[src/rtl/if_stage_pkg.sv]
// Shared definitions for the instruction-fetch stage.
//   NOP_INSTR / TRAP_HALT : special instruction words
//   state_t               : fetch state (RUN / HALT)
//   ifid_t                : IF/ID pipeline register payload
//   opcode()              : primary opcode field (bits 0..5, bit 0 = MSB)
package if_stage_pkg;

    localparam logic [0:31] NOP_INSTR = 32'h5400_0000;
    localparam logic [0:31] TRAP_HALT = 32'h4400_0300;

    typedef enum logic {
        RUN  = 1'b0,
        HALT = 1'b1
    } state_t;

    typedef struct packed {
        logic [0:31] instr;
        logic [0:31] pc4;
        logic        valid;
    } ifid_t;

    function automatic logic [0:5] opcode(input logic [0:31] w);
        return w[0:5];
    endfunction

endpackage

[src/rtl/if_stage_if_id_reg.sv]
// IF/ID pipeline register.
//   clock, reset : rising-edge clock, async active-low reset
//   load         : capture d (a real fetched instruction)
//   bubble       : insert NOP with valid cleared (wins over load)
//   d            : incoming instr/pc4/valid
//   q            : registered instr/pc4/valid
// With neither load nor bubble the register holds.
module if_id_reg
    import if_stage_pkg::*;
(
    input  logic  clock,
    input  logic  reset,
    input  logic  load,
    input  logic  bubble,
    input  ifid_t d,
    output ifid_t q
);

    always_ff @(posedge clock or negedge reset) begin
        if (!reset) begin
            q.instr <= NOP_INSTR;
            q.pc4   <= '0;
            q.valid <= 1'b0;
        end else if (bubble) begin
            // pc4 is left as-is: it is meaningless while valid is low
            q.instr <= NOP_INSTR;
            q.valid <= 1'b0;
        end else if (load) begin
            q <= d;
        end
    end

endmodule

[src/rtl/if_stage.sv]
// Instruction-fetch stage: PC register, next-PC select, halt-trap detection
// and the IF/ID register feeding decode.
//   clock, reset   : rising-edge clock, async active-low reset
//   stall          : hold PC and IF/ID this cycle
//   branch         : taken redirect resolved in decode
//   branch_target  : redirect address (low 2 bits dropped)
//   imem_addr      : current PC to external IMEM
//   imem_data      : instruction at imem_addr (combinational)
//   instr_id/pc4_id/valid_id : IF/ID register outputs
//   halted         : trap has reached ID, fetch is frozen
// All 32-bit buses are [0:31], bit 0 is the MSB.
module if_stage
    import if_stage_pkg::*;
#(
    parameter logic [0:31] RESET_PC     = 32'h0000_0000,
    parameter bit          HALT_ON_TRAP = 1'b1
) (
    input  logic        clock,
    input  logic        reset,
    input  logic        stall,
    input  logic        branch,
    input  logic [0:31] branch_target,
    output logic [0:31] imem_addr,
    input  logic [0:31] imem_data,
    output logic [0:31] instr_id,
    output logic [0:31] pc4_id,
    output logic        valid_id,
    output logic        halted
);

    state_t      state;
    logic [0:31] pc;
    logic [0:31] pc_plus4;
    logic        run;
    logic        trap_hit;
    logic        ifid_load;
    logic        ifid_bubble;
    ifid_t       ifid_d;
    ifid_t       ifid_q;

    assign imem_addr = pc;
    assign pc_plus4  = pc + 32'd4;   // wraps modulo 2^32
    assign run       = (state == RUN);
    assign trap_hit  = HALT_ON_TRAP && (imem_data == TRAP_HALT);

    // In HALT every edge writes a bubble: the first one replaces the trap,
    // later ones just rewrite the same NOP/0 value.
    assign ifid_bubble = run ? (!stall && branch) : 1'b1;
    assign ifid_load   = run && !stall && !branch;
    assign ifid_d      = '{instr: imem_data, pc4: pc_plus4, valid: 1'b1};

    always_ff @(posedge clock or negedge reset) begin
        if (!reset) begin
            pc     <= {RESET_PC[0:29], 2'b00};
            state  <= RUN;
            halted <= 1'b0;
        end else if (run && !stall) begin
            if (branch) begin
                pc <= {branch_target[0:29], 2'b00};
            end else if (trap_hit) begin
                // pc holds on the trap so imem_addr keeps pointing at it
                state  <= HALT;
                halted <= 1'b1;
            end else begin
                pc <= pc_plus4;
            end
        end
    end

    if_id_reg u_if_id (
        .clock  (clock),
        .reset  (reset),
        .load   (ifid_load),
        .bubble (ifid_bubble),
        .d      (ifid_d),
        .q      (ifid_q)
    );

    assign instr_id = ifid_q.instr;
    assign pc4_id   = ifid_q.pc4;
    assign valid_id = ifid_q.valid;

endmodule

[config.mk]
export PLATFORM = sky130hd
export DESIGN_NAME = if_stage
export DESIGN_NICKNAME = d
export VERILOG_FILES = /design/src/rtl/if_stage_pkg.sv /design/src/rtl/if_stage_if_id_reg.sv /design/src/rtl/if_stage.sv
export SDC_FILE = /design/constraint.sdc
export NUM_CORES = 1
export LEC_CHECK = 0
export CAP_MARGIN = 5
export CORE_MARGIN = 2
export CORE_UTILIZATION = 41
export DETAILED_ROUTE_END_ITERATION = 16
export PLACE_DENSITY = 0.81
export SETUP_SLACK_MARGIN = 0.05
export SLEW_MARGIN = 20
export SYNTH_ARGS = -nofsm -noshare
export SYNTH_HDL_FRONTEND = slang
export SYNTH_SLANG_ARGS = --single-unit
[constraint.sdc]
create_clock -name clock -period 1.9 [get_ports clock]
set_input_delay 0.285 -clock clock [delete_from_list [all_inputs] [get_ports clock]]
set_output_delay 0.285 -clock clock [all_outputs]
set_load 0.03 [all_outputs]
==> impl_metrics.ini <==
[run_status]
outcome = complete, no violations

[final_layout]
final_cell_count_no_fill = 823
fin_area_sq_mm = 0.00746
post-route-util = 0.650
nNetsFinal = 744
diodes = 0
multi_input_area_sq_mm = 0.00240
syn_to_final_growth_pct = 54.6
seq_area_sq_mm = 0.00238
nFillCells = 898
drive_gt1_frac = 0.188

[floorplanning]
start_util = 0.421
die_h_microns = 112
core-area_sq_mm = 0.0115
die_x_microns = 112
die_area_sq_mm = 0.0126
num_rows = 39
ios = 166

[clocking]
cts_buffer_depth = 2
clockRootBuffer = clkbuf_16
tritoncts = done
clock_latency_ns = 0.34
htree_levels = 3
clk_pin_slew_worst_paths_ns = 0.07
cts_buffers = 9
numClockSinks = 94

[sta]
hold_viol_final = 0
grt_setup_unrepaired = yes
fin_setup_tns_ns = 0
min_period_ns = 1.90
finClkSkew_ns = 0.00897
fmax_mhz = 527
finalSetupViolCount = 0
setup_ws_ns = 0.00144
holdWs_ns = 0.255
timing.final.crit_share = 0.999
tightest_slew_ns = 0.701
slew_headroom = 0.533
drv_slew = 0

[pwr]
p_sw_frac = 0.335
p_leak_nw = 3.22
ir_drop_v = 0.000497
powerDensity_mw_per_mm2 = 847
switchingPower_mw = 2.11
pwr-share-seq = 0.400
p_comb_frac = 0.321
power_frac_clock = 0.279
finalPower_mw = 6.31
p_int_mw = 4.20

[routing]
drt_iter0_markers = 349
via_count = 4717
firstDrtPassIters = 5
via_per_inst = 5.73
avgRoutedWirePerCell_microns = 18.3
drc = 0
wirelength_mm = 15.0
antenna_left = 0

[setup_path]
crit_chain = nand4_1, buf_4, or4_4, nor3_2, a31oi_1, o22a_1
path_buf_inv = 1
required_ns = 2.13
cp_max_fo = 2
cp.arrival_ns = 2.13
path_class = reg2reg
critPathSlowestCell = or4_4
cpLargestDelayFamily = simple AND/OR/NAND/NOR gates
slowest_delay_ns = 0.49
worst_setup_path_start_kind = flop
cp-end-kind = flop

[synthesis]
synth.distinct_cells = 54
synth_cells = 492
syn_avg_cell_area_sq_um = 9.80
yosysMostFrequentCell = dfrtp_1
ys_warn_count = 0
synthTopCellsByArea = dfrtp_1 (47%), a22o_1 (6.2%), o21ai_0 (4.6%)
synth_top_area_share = 0.472
seq_area_frac_synth = 0.488
synth_edf_count = 0
synth_ff_type = dfrtp_1
synth-seq-cells = 94
synth_area_leader_cell = dfrtp_1
synthArstFlopShare = 1.00
syn-cell-area_sq_mm = 0.00482
synth_common_cells = dfrtp_1 (91), nand2_1 (55), o21ai_0 (44)

[placed_design]
place_area_sq_mm = 0.00691
place.gp.congestion = 0.867
hpwl_mm = 10.5
place_ws_ns = -0.509
dp.cells = 798
portBuffers = 159

[global_route]
grt_pass1_vias = 4746
grt_max_degree = 70
gr-total-overflow = 0
grt_pass1_wl_mm = 23.8
antenna_found_initial = 0
gr-usage-all-layers = 0.234

[flow_run]
cap_viol_max_count = 0

[hold_path]
worstHoldPathType = in2reg
==> registers in the layout (all words and copies together) (netlist names) <==
register and cells:
u_if_id.q 63, state 1, imem_addr 30
==> what timing repair did <==
item                                    4_1_cts  5_1_grt
cloned                                        0        1
setup buffers                                 2        5
hold endpoints to repair                     33        0
pin swaps                                     2       11
hold buffers                                  1        0
endpoints found under the setup margin       38       42
resized for setup                            16       35
==> final timing paths <==
path                                           startpoint                         to  slack, ns  depth (start not counted)
worst max-delay path            imem_addr[14]$_DFFE_PN0P_   imem_addr[7]$_DFFE_PN0P_      0.001                          6
worst min-delay path                        imem_data[31]  u_if_id.q[33]$_DFFE_PN0P_       0.26                          2
worst max register to register  imem_addr[14]$_DFFE_PN0P_   imem_addr[7]$_DFFE_PN0P_      0.001                          6
worst min register to register  u_if_id.q[14]$_DFFE_PN0P_  u_if_id.q[14]$_DFFE_PN0P_       0.48                          2
max in group asynchronous                           reset  u_if_id.q[30]$_DFFE_PN0P_       0.79                          3
min in group asynchronous                           reset  u_if_id.q[13]$_DFFE_PN0P_       0.44                          2
==> power groups by stage <==
| stage | logic [mW] | registers [mW] | clock network [mW] |
|---|---|---|---|
| 5_1_grt | 2.16 | 2.56 | 1.87 |
| 3_5_place_dp | 2.02 | 2.54 | 0 |
| 4_1_cts | 2.02 | 2.52 | 1.80 |
| 6_report | 2.03 | 2.52 | 1.76 |
| 2_1_floorplan | 0.597 | 3.02 | 0 |
| 3_3_place_gp | 1.98 | 2.53 | 0 |
==> area by class of cell <==
class,instances,share of cell area
multi-input combinational,351,0.322
sequential,94,0.319
timing repair buffer,217,0.294
clock buffer,16,0.0391
tap,143,0.0240
inverter,2,0.00101
==> logic make-up after synthesis <==
group,synth area share
compound gates,0.231
xor+xnor,0.0508
fa+ha+maj,0.00259
buf+inv,0.0459
flops,0.488
mux,0.00208
other cells,0.000777
simple gates,0.178
==> cell usage in the layout, fill, tap and decap left out, types with 7 or more instances in the layout <==
master,n
o21ai_0,44
xor2_1,14
nor4_1,7
dlygate4sd2_1,8
xnor2_1,14
clkbuf_16,10
dfrtp_2,19
buf_4,46
a22o_1,34
o31ai_1,9
nand2_1,52
clkdlybuf4s50_1,127
nand4_1,11
dlymetal6s2s_1,22
buf_12,7
o21ai_1,23
a31oi_1,7
a21oi_1,8
nor2_1,23
dfrtp_1,72
==> per-layer routing <==
layer / global-route usage / vias to the layer above / part of all wire
met5: 0 / - / 0
met4: 0.0878 / 0 / 0.018
met3: 0.0518 / 27 / 0.078
met2: 0.392 / 243 / 0.50
met1: 0.299 / 2272 / 0.41
li1: - / 2175 / -
Power figures use the tool's default switching activity.
